### src/rtl/mul_hilo_if.sv
// mul_hilo_if: request/result bundle between the EX-stage controller and mul_hilo_unit.
interface mul_hilo_if #(parameter int WIDTH = 32);
  logic start;
  logic [1:0] op;
  logic [WIDTH-1:0] srcA;
  logic [WIDTH-1:0] srcB;
  logic busy;
  logic done;
  logic [WIDTH-1:0] hi;
  logic [WIDTH-1:0] lo;
  modport master (output start, op, srcA, srcB, input busy, done, hi, lo);
  modport slave (input start, op, srcA, srcB, output busy, done, hi, lo);
endinterface

### src/rtl/mul_hilo_unit.sv
// mul_hilo_unit: iterative shift-add MULT/MULTU/MTHI/MTLO with HI/LO registers.
// Defining MUL_EARLY_TERM_EN ends CALC as soon as no multiplier bits remain.
module mul_hilo_unit #(parameter int WIDTH = 32) (
  input logic clk,
  input logic rst_n,
  mul_hilo_if.slave bus
);
  localparam int CW = $clog2(WIDTH + 1);
  localparam logic [1:0] S_IDLE = 2'd0;
  localparam logic [1:0] S_CALC = 2'd1;
  localparam logic [1:0] S_DONE = 2'd2;
  logic [1:0] state_q, state_d;
  logic [CW-1:0] cnt_q, cnt_d;
  logic [WIDTH-1:0] mcand_q, mcand_d, hi_q, hi_d, lo_q, lo_d;
  logic [2*WIDTH:0] acc_q, acc_d;
  logic neg_q, neg_d;
  logic sgn_a, sgn_b, fin;
  logic [WIDTH-1:0] mag_a, mag_b;
  logic [WIDTH:0] sum;
  logic [2*WIDTH-1:0] prod_mag, prod;
  assign sgn_a = ~bus.op[0] & bus.srcA[WIDTH-1];
  assign sgn_b = ~bus.op[0] & bus.srcB[WIDTH-1];
  assign mag_a = sgn_a ? -bus.srcA : bus.srcA;
  assign mag_b = sgn_b ? -bus.srcB : bus.srcB;
  // The upper half plus a carry bit collects partial sums; the lower half holds the unconsumed multiplier.
  assign sum = acc_q[2*WIDTH:WIDTH] + (acc_q[0] ? {1'b0, mcand_q} : '0);
`ifdef MUL_EARLY_TERM_EN
  logic [WIDTH-1:0] mq_q, mq_d;
  assign fin = (cnt_q == CW'(WIDTH)) || (mq_q == '0);
  assign prod_mag = acc_q[2*WIDTH-1:0] >> (CW'(WIDTH) - cnt_q);
`else
  assign fin = cnt_q == CW'(WIDTH);
  assign prod_mag = acc_q[2*WIDTH-1:0];
`endif
  assign prod = neg_q ? -prod_mag : prod_mag;
  always_comb begin
    state_d = state_q;
    cnt_d = cnt_q;
    mcand_d = mcand_q;
    acc_d = acc_q;
    neg_d = neg_q;
    hi_d = hi_q;
    lo_d = lo_q;
`ifdef MUL_EARLY_TERM_EN
    mq_d = mq_q;
`endif
    if (state_q == S_IDLE && bus.start) begin
      if (bus.op[1]) begin
        hi_d = bus.op[0] ? hi_q : bus.srcA;
        lo_d = bus.op[0] ? bus.srcA : lo_q;
      end else begin
        state_d = S_CALC;
        cnt_d = '0;
        mcand_d = mag_a;
        acc_d = {{(WIDTH+1){1'b0}}, mag_b};
        neg_d = sgn_a ^ sgn_b;
`ifdef MUL_EARLY_TERM_EN
        mq_d = mag_b;
`endif
      end
    end else if (state_q == S_CALC) begin
      if (fin) begin
        {hi_d, lo_d} = prod;
        state_d = S_DONE;
      end else begin
        acc_d = {sum, acc_q[WIDTH-1:0]} >> 1;
        cnt_d = cnt_q + 1'b1;
`ifdef MUL_EARLY_TERM_EN
        mq_d = mq_q >> 1;
`endif
      end
    end else if (state_q == S_DONE) begin
      state_d = S_IDLE;
    end
  end
  always_ff @(posedge clk) begin
    if (!rst_n) begin
      state_q <= S_IDLE;
      cnt_q <= '0;
      mcand_q <= '0;
      acc_q <= '0;
      neg_q <= 1'b0;
      hi_q <= '0;
      lo_q <= '0;
`ifdef MUL_EARLY_TERM_EN
      mq_q <= '0;
`endif
    end else begin
      state_q <= state_d;
      cnt_q <= cnt_d;
      mcand_q <= mcand_d;
      acc_q <= acc_d;
      neg_q <= neg_d;
      hi_q <= hi_d;
      lo_q <= lo_d;
`ifdef MUL_EARLY_TERM_EN
      mq_q <= mq_d;
`endif
    end
  end
  assign bus.busy = state_q != S_IDLE;
  assign bus.done = state_q == S_DONE;
  assign bus.hi = hi_q;
  assign bus.lo = lo_q;
endmodule

### src/flat_wrapper.sv
// flat-port wrapper written by rule: the top's interface ports become plain ports
module mul_hilo_unit_flat 
#(parameter int WIDTH = 32)
  (clk, rst_n, bus_start, bus_op, bus_srcA, bus_srcB, bus_busy, bus_done, bus_hi, bus_lo);
  mul_hilo_if #(.WIDTH(WIDTH)) bus_i ();
  input logic clk;
  input logic rst_n;
  input wire logic [$bits(bus_i.start)-1:0] bus_start;
  input wire logic [$bits(bus_i.op)-1:0] bus_op;
  input wire logic [$bits(bus_i.srcA)-1:0] bus_srcA;
  input wire logic [$bits(bus_i.srcB)-1:0] bus_srcB;
  output wire logic [$bits(bus_i.busy)-1:0] bus_busy;
  output wire logic [$bits(bus_i.done)-1:0] bus_done;
  output wire logic [$bits(bus_i.hi)-1:0] bus_hi;
  output wire logic [$bits(bus_i.lo)-1:0] bus_lo;
  assign bus_i.start = bus_start;
  assign bus_i.op = bus_op;
  assign bus_i.srcA = bus_srcA;
  assign bus_i.srcB = bus_srcB;
  assign bus_busy = bus_i.busy;
  assign bus_done = bus_i.done;
  assign bus_hi = bus_i.hi;
  assign bus_lo = bus_i.lo;
  mul_hilo_unit #(.WIDTH(WIDTH)) u_core (.clk(clk), .rst_n(rst_n), .bus(bus_i));
endmodule
### config.mk
export PLATFORM = sky130hd
export DESIGN_NAME = mul_hilo_unit_flat
export DESIGN_NICKNAME = d
export VERILOG_FILES = /design/src/rtl/mul_hilo_if.sv /design/src/rtl/mul_hilo_unit.sv /design/src/flat_wrapper.sv
export SDC_FILE = /design/constraint.sdc
export NUM_CORES = 1
export LEC_CHECK = 0
export ABC_AREA = 0
export BUFFER_PORTS_ARGS = -buffer_cell sky130_fd_sc_hd__buf_2
export CORE_ASPECT_RATIO = 1.1
export CORE_MARGIN = 1
export CORE_UTILIZATION = 60
export DETAILED_ROUTE_END_ITERATION = 16
export PLACE_DENSITY_LB_ADDON = 0.2
export SLEW_MARGIN = 20
export SYNTH_ARGS = -nofsm -noshare
export SYNTH_HDL_FRONTEND = slang
export SYNTH_SLANG_ARGS = --single-unit
### constraint.sdc
create_clock -name clk -period 4.2 [get_ports clk]
set_input_delay 0.21 -clock clk [delete_from_list [all_inputs] [get_ports clk]]
set_output_delay 0.21 -clock clk [all_outputs]
set_load 0.005 [all_outputs]
## Word level (Yosys, flattened, before mapping)

Index checks and enable logic that the tools add are counted.

- Flip-flop bits (word level): 170
- Output and inout bits: 66

- Add/subtract/negate cells: 5
- Equal/unequal tests: 9
- Multiplexer cells: 27
- Bitwise operators: 5
- Reductions and logical operators: 11

Operator list:

| operator | number |
|---|---|
| 32-bit two-way mux | 13 |
| 65-bit two-way mux | 4 |
| 64-bit two-way mux | 1 |
| 32-bit negator | 2 |
| 64-bit negator | 1 |
| 33-bit adder | 1 |
| 6-bit two-way mux | 4 |
| 2-bit two-way mux | 5 |
| 2-bit != test (second input constant) | 5 |
| 4-bit AND reduction | 2 |
| 6-bit by 1-bit adder with 6-bit output (second input constant) | 1 |
| 6-bit equality test (second input constant) | 1 |
| 3-bit AND reduction | 2 |
| 2-bit nonzero test | 3 |
| 3-bit by 1-bit != test with 1-bit output (second input constant) | 1 |
| 3-bit nonzero test | 1 |
| 1-bit bitwise AND | 2 |
| 2-bit by 1-bit equality test with 1-bit output (second input constant) | 1 |
| 2-bit equality test (second input constant) | 1 |
| 2-bit zero test | 1 |
| 1-bit inverter | 2 |
| 2-bit AND reduction | 1 |
| 1-bit logical AND | 1 |
| 1-bit XOR | 1 |

## Longest topological paths before layout

- Word-level depth: 5
- Gate-level depth with buffers: 12

## Worst setup path before layout

Ideal clock, no wire load.

- Path type: reg-to-reg
- Start: register u_core.acc_q[0]
- End: register u_core.acc_q[60]
- Setup time: 0.135 ns
- Arrival time: 2.837 ns
- Required time: 4.065 ns
- Setup slack: 1.227 ns
- Stages on the path, launching flop included: 11
- Path buffers: 1
- Period minus slack after synthesis: 2.973 ns
- Cell sequence: dfxtp_1 -> clkbuf_1 -> and2_1 -> ha_1 -> o211ai_1 -> o21a_1 -> a2111o_1 -> a2111o_1 -> a2111oi_0 -> or3_1 -> o311ai_1

- Word-level cells in the longest chain between the ends: 5

Ends and longest elaborated chain:

| item | line | source |
|---|---|---|
| from (decl) | mul_hilo_unit.sv:15 | `logic [2*WIDTH:0] acc_q, acc_d;` |
| from (signal assigned) | mul_hilo_unit.sv:81 | `acc_q <= '0;` |
| from (signal assigned) | mul_hilo_unit.sv:92 | `acc_q <= acc_d;` |
| 32-bit two-way mux | mul_hilo_unit.sv:26 | `assign sum = acc_q[2*WIDTH:WIDTH] + (acc_q[0] ? {1'b0, mcand_q} : '0);` |
| 33-bit adder | mul_hilo_unit.sv:26 |  |
| 65-bit two-way mux | mul_hilo_unit.sv:62 | `if (fin) begin` |
| 65-bit two-way mux | mul_hilo_unit.sv:61 | `end else if (state_q == S_CALC) begin` |
| 65-bit two-way mux | mul_hilo_unit.sv:47 | `if (state_q == S_IDLE && bus.start) begin` |

No other way between the ends. The select of a mux whose other input is x is not followed.
A chain may end at the register's enable or synchronous reset.

## Worst setup path in the final report

Same ends and word-level chain as after synthesis.

==> run_results.csv <==
group,metric,value,unit
outcome,status,"finished clean",
power,power.share.clock,0.396,
synth,yosys_most_used_dff,"dfxtp_1",
hold_path,min_from,"bus_srcB[28]",
sta,fmax,270,MHz
layout,final.fill_count,1669,
power,peakVddDrop,273,µV
die,start_util,0.619,
synth,synth-edff-count,0,
grt,grt-ovfl-total,0,
die,io-pin-count,135,
sta,skew,14.4,ps
drt,wire_per_inst,19.6,µm
clock_tree,cts_buffers,17,
synth,yosysMostFrequentCell,"nor2_1",
sta,worst_pin_slew,1130,ps
clock_tree,clock-sinks,169,
die,core,18600,µm²
sta,fin_ws,491,ps
critical_path,endpoint_kind,"flip-flop",
synth,avgSynthCellArea,7.57,µm²
clock_tree,postCtsResizedCells,0,
synth,synth_area_leaders,"dfxtp_1 29%, a21oi_1 6.5%, nor2_1 5.7%, xor2_1 5.5%, nand2_1 4.5%",
sta,grt_setup_unrepaired,"no",
clock_tree,htreeDepth,4,
synth,synth_top_cell_by_area,"dfxtp_1",
power,power.internal,2.82,mW
sta,relSlewSlack,0.246,
synth,synthArstFlopShare,0,
die,row_count,52,
power,pwr-share-comb,0.178,
grt,gr-max-usage-layer,"met2",
grt,grt_pass1_vias,10800,
die,die_h,147,µm
sta,min_period,3710,ps
sta,setup_viol,0,
critical_path,crit_path_start_kind,"flip-flop",
place,place_inst,1811,
critical_path,worstSetupPathType,"reg2reg",
power,power,4.10,mW
synth,syn_nets,1633,
die,die_x,134,µm
sta,post-route-period-util,0.883,
layout,final_util,0.690,
place,port_buffers,134,
drt,firstDrtPassIters,5,
clock_tree,tritoncts,"yes",
synth,synthTopCellsByCount,"174 x nor2_1, 169 x dfxtp_1, 150 x a21oi_1",
layout,layout.cells.non_filler,1843,
synth,synthCells,1523,
clock_tree,cts-root-buf,"clkbuf_16",
clock_tree,clk_pin_slew,80,ps
drt,wirelength,36.0,mm
critical_path,cp-startpoint,"u_core.acc_q[0]$_SDFFE_PN0P_",
grt,grt_pass1_wl,57.1,mm
job,drv_cap,0,
grt,grt_max_degree,61,
critical_path,cp_slowest_cell,"dfxtp_1",
synth,syn_area,11500,µm²
synth,ys_warn_count,0,
grt,met3_usage,0.0511,
drt,drc,0,
critical_path,slowest_delay,850,ps
synth,yosysSeqAreaShare,0.294,
sta,drv_slew,0,
clock_tree,cts_setup_buffers,0,
clock_tree,holdBufCountCts,0,
clock_tree,insertion_delay,440,ps
critical_path,crit_path_max_fanout,22,
clock_tree,cts_buffer_depth,2,
power,p_sw,1.28,mW
power,p_sw_frac,0.312,
place,place_congestion,0.958,
drt,num_vias,11900,
drt,drt_iter0_drc,1069,
critical_path,required,4510,ps
critical_path,crit_chain,"and2_1, ha_1, o211ai_1, o21a_1, a2111o_1, a2111o_1, a2111oi_0, or3_1, o311ai_1",
grt,antenna_found_initial,0,
drt,vias_per_cell,6.44,
sta,hold_violations,0,
layout,syn2layout_area_growth,11.5,%
grt,grtUsageMet1,0.470,
critical_path,arrival,4020,ps
drt,antenna_left,0,
sta,timing.setup.tns,0,ps
hold_path,hold_class,"in2reg",
layout,drive_above_1_share,0.134,
critical_path,worst_path_most_repeated_cell,"a2111o_1",
power,powerDensity,319,nW/µm²
place,pre_cts_slack,647,ps
critical_path,timing.rr.start,"u_core.acc_q[0]$_SDFFE_PN0P_",
layout,final_nets,1697,
power,seqPwrFrac,0.427,
power,leakage,5.05,nW
grt,use_met2,0.617,
synth,synth.top_cell.area_share,0.294,
die,die-area,19800,µm²
grt,grtUsageTotal,0.367,
synth,ys_types,79,
layout,diodes,0,
place,dp_hpwl,26.3,mm
synth,synth_seq_cells,169,
[cell families after synthesis]
kind of cell / count (synthesis) / share of synthesized area
compound gates: 484 / 0.278
xor+xnor: 129 / 0.0980
fa+ha+maj: 41 / 0.0452
buf+inv: 144 / 0.0478
flops: 169 / 0.294
mux: 9 / 0.00782
simple gates: 547 / 0.230
[registers in the layout, summed over array words and instances, names as in the netlist]
signal and flops:
u_core.cnt_q 6, u_core.bus.lo 32, u_core.mcand_q 32, u_core.bus.hi 32
u_core.neg_q 1, u_core.state_q 2, u_core.acc_q 64
[per-layer routing]
layer	part of all wire	up-vias	routed length, µm
met5	0	-	0
met4	0.032	0	1140
met3	0.073	76	2640
met1	0.42	5605	15000
met2	0.48	522	17200
li1	-	5675	-
[final cells by class]
cell class	count	area (µm²)	share of cell area
multi-input combinational	1210	7620	0.593
sequential	169	3380	0.263
timing repair buffer	153	813	0.0633
tap	243	304	0.0237
clock buffer	18	429	0.0334
inverter	36	136	0.0106
clock inverter	14	161	0.0126
[worst paths after layout]
path	cells after the start	endpoint	slack [ps]
setup / recovery	9	u_core.acc_q[60]$_SDFFE_PN0P_	490
hold / removal	3	u_core.acc_q[28]$_SDFFE_PN0P_	90
hold reg to reg	2	u_core.bus.lo[12]$_SDFFE_PN0P_	450
setup reg to reg	9	u_core.acc_q[60]$_SDFFE_PN0P_	490
[power by group through the flow]
| stage | Clock (mW) | Combinational, mW | Sequential, mW |
|---|---|---|---|
| 2_1_floorplan | 0 | 0.500 | 1.76 |
| 3_3_place_gp | 0 | 0.702 | 1.78 |
| 3_5_place_dp | 0 | 0.714 | 1.78 |
| 4_1_cts | 1.62 | 0.719 | 1.75 |
| 5_1_grt | 1.70 | 0.799 | 1.76 |
| 6_report | 1.62 | 0.729 | 1.75 |
[cell usage in the layout (no fill, tap or decap), types with 12 or more instances in the layout]
| master | count |
|---|---|
| dfxtp_1 | 168 |
| a21oi_1 | 150 |
| xor2_1 | 72 |
| and2_1 | 37 |
| a31oi_1 | 14 |
| a211oi_1 | 49 |
| or3_1 | 16 |
| o41ai_1 | 14 |
| buf_4 | 19 |
| ha_1 | 40 |
| o211ai_1 | 22 |
| o21ai_0 | 71 |
| nand2_1 | 136 |
| inv_1 | 34 |
| buf_2 | 134 |
| nand3_1 | 52 |
| o31ai_1 | 24 |
| xnor2_1 | 57 |
| clkbuf_16 | 17 |
| o21ai_1 | 16 |
| nand4_1 | 13 |
| a221oi_1 | 16 |
| nor2_1 | 171 |
| a21o_1 | 16 |
| and3_1 | 13 |
| nor3_1 | 35 |
| a211o_1 | 12 |
| nand2b_1 | 13 |
[critical path: cells and delay by family (launching register included)]
family	cells	cell delay, ps
compound gates	6	2080
flops	1	850
simple gates	2	430
fa+ha+maj	1	220
[per-stage QoR]
step	hold slack [ps]	area, µm²
after floorplan	334	11500
after global placement	429	12200
after detailed placement	437	12300
after CTS	82.4	12800
after global routing	107	12800
final	88.8	12800
Note: power is estimated with default switching activity, not from simulation.
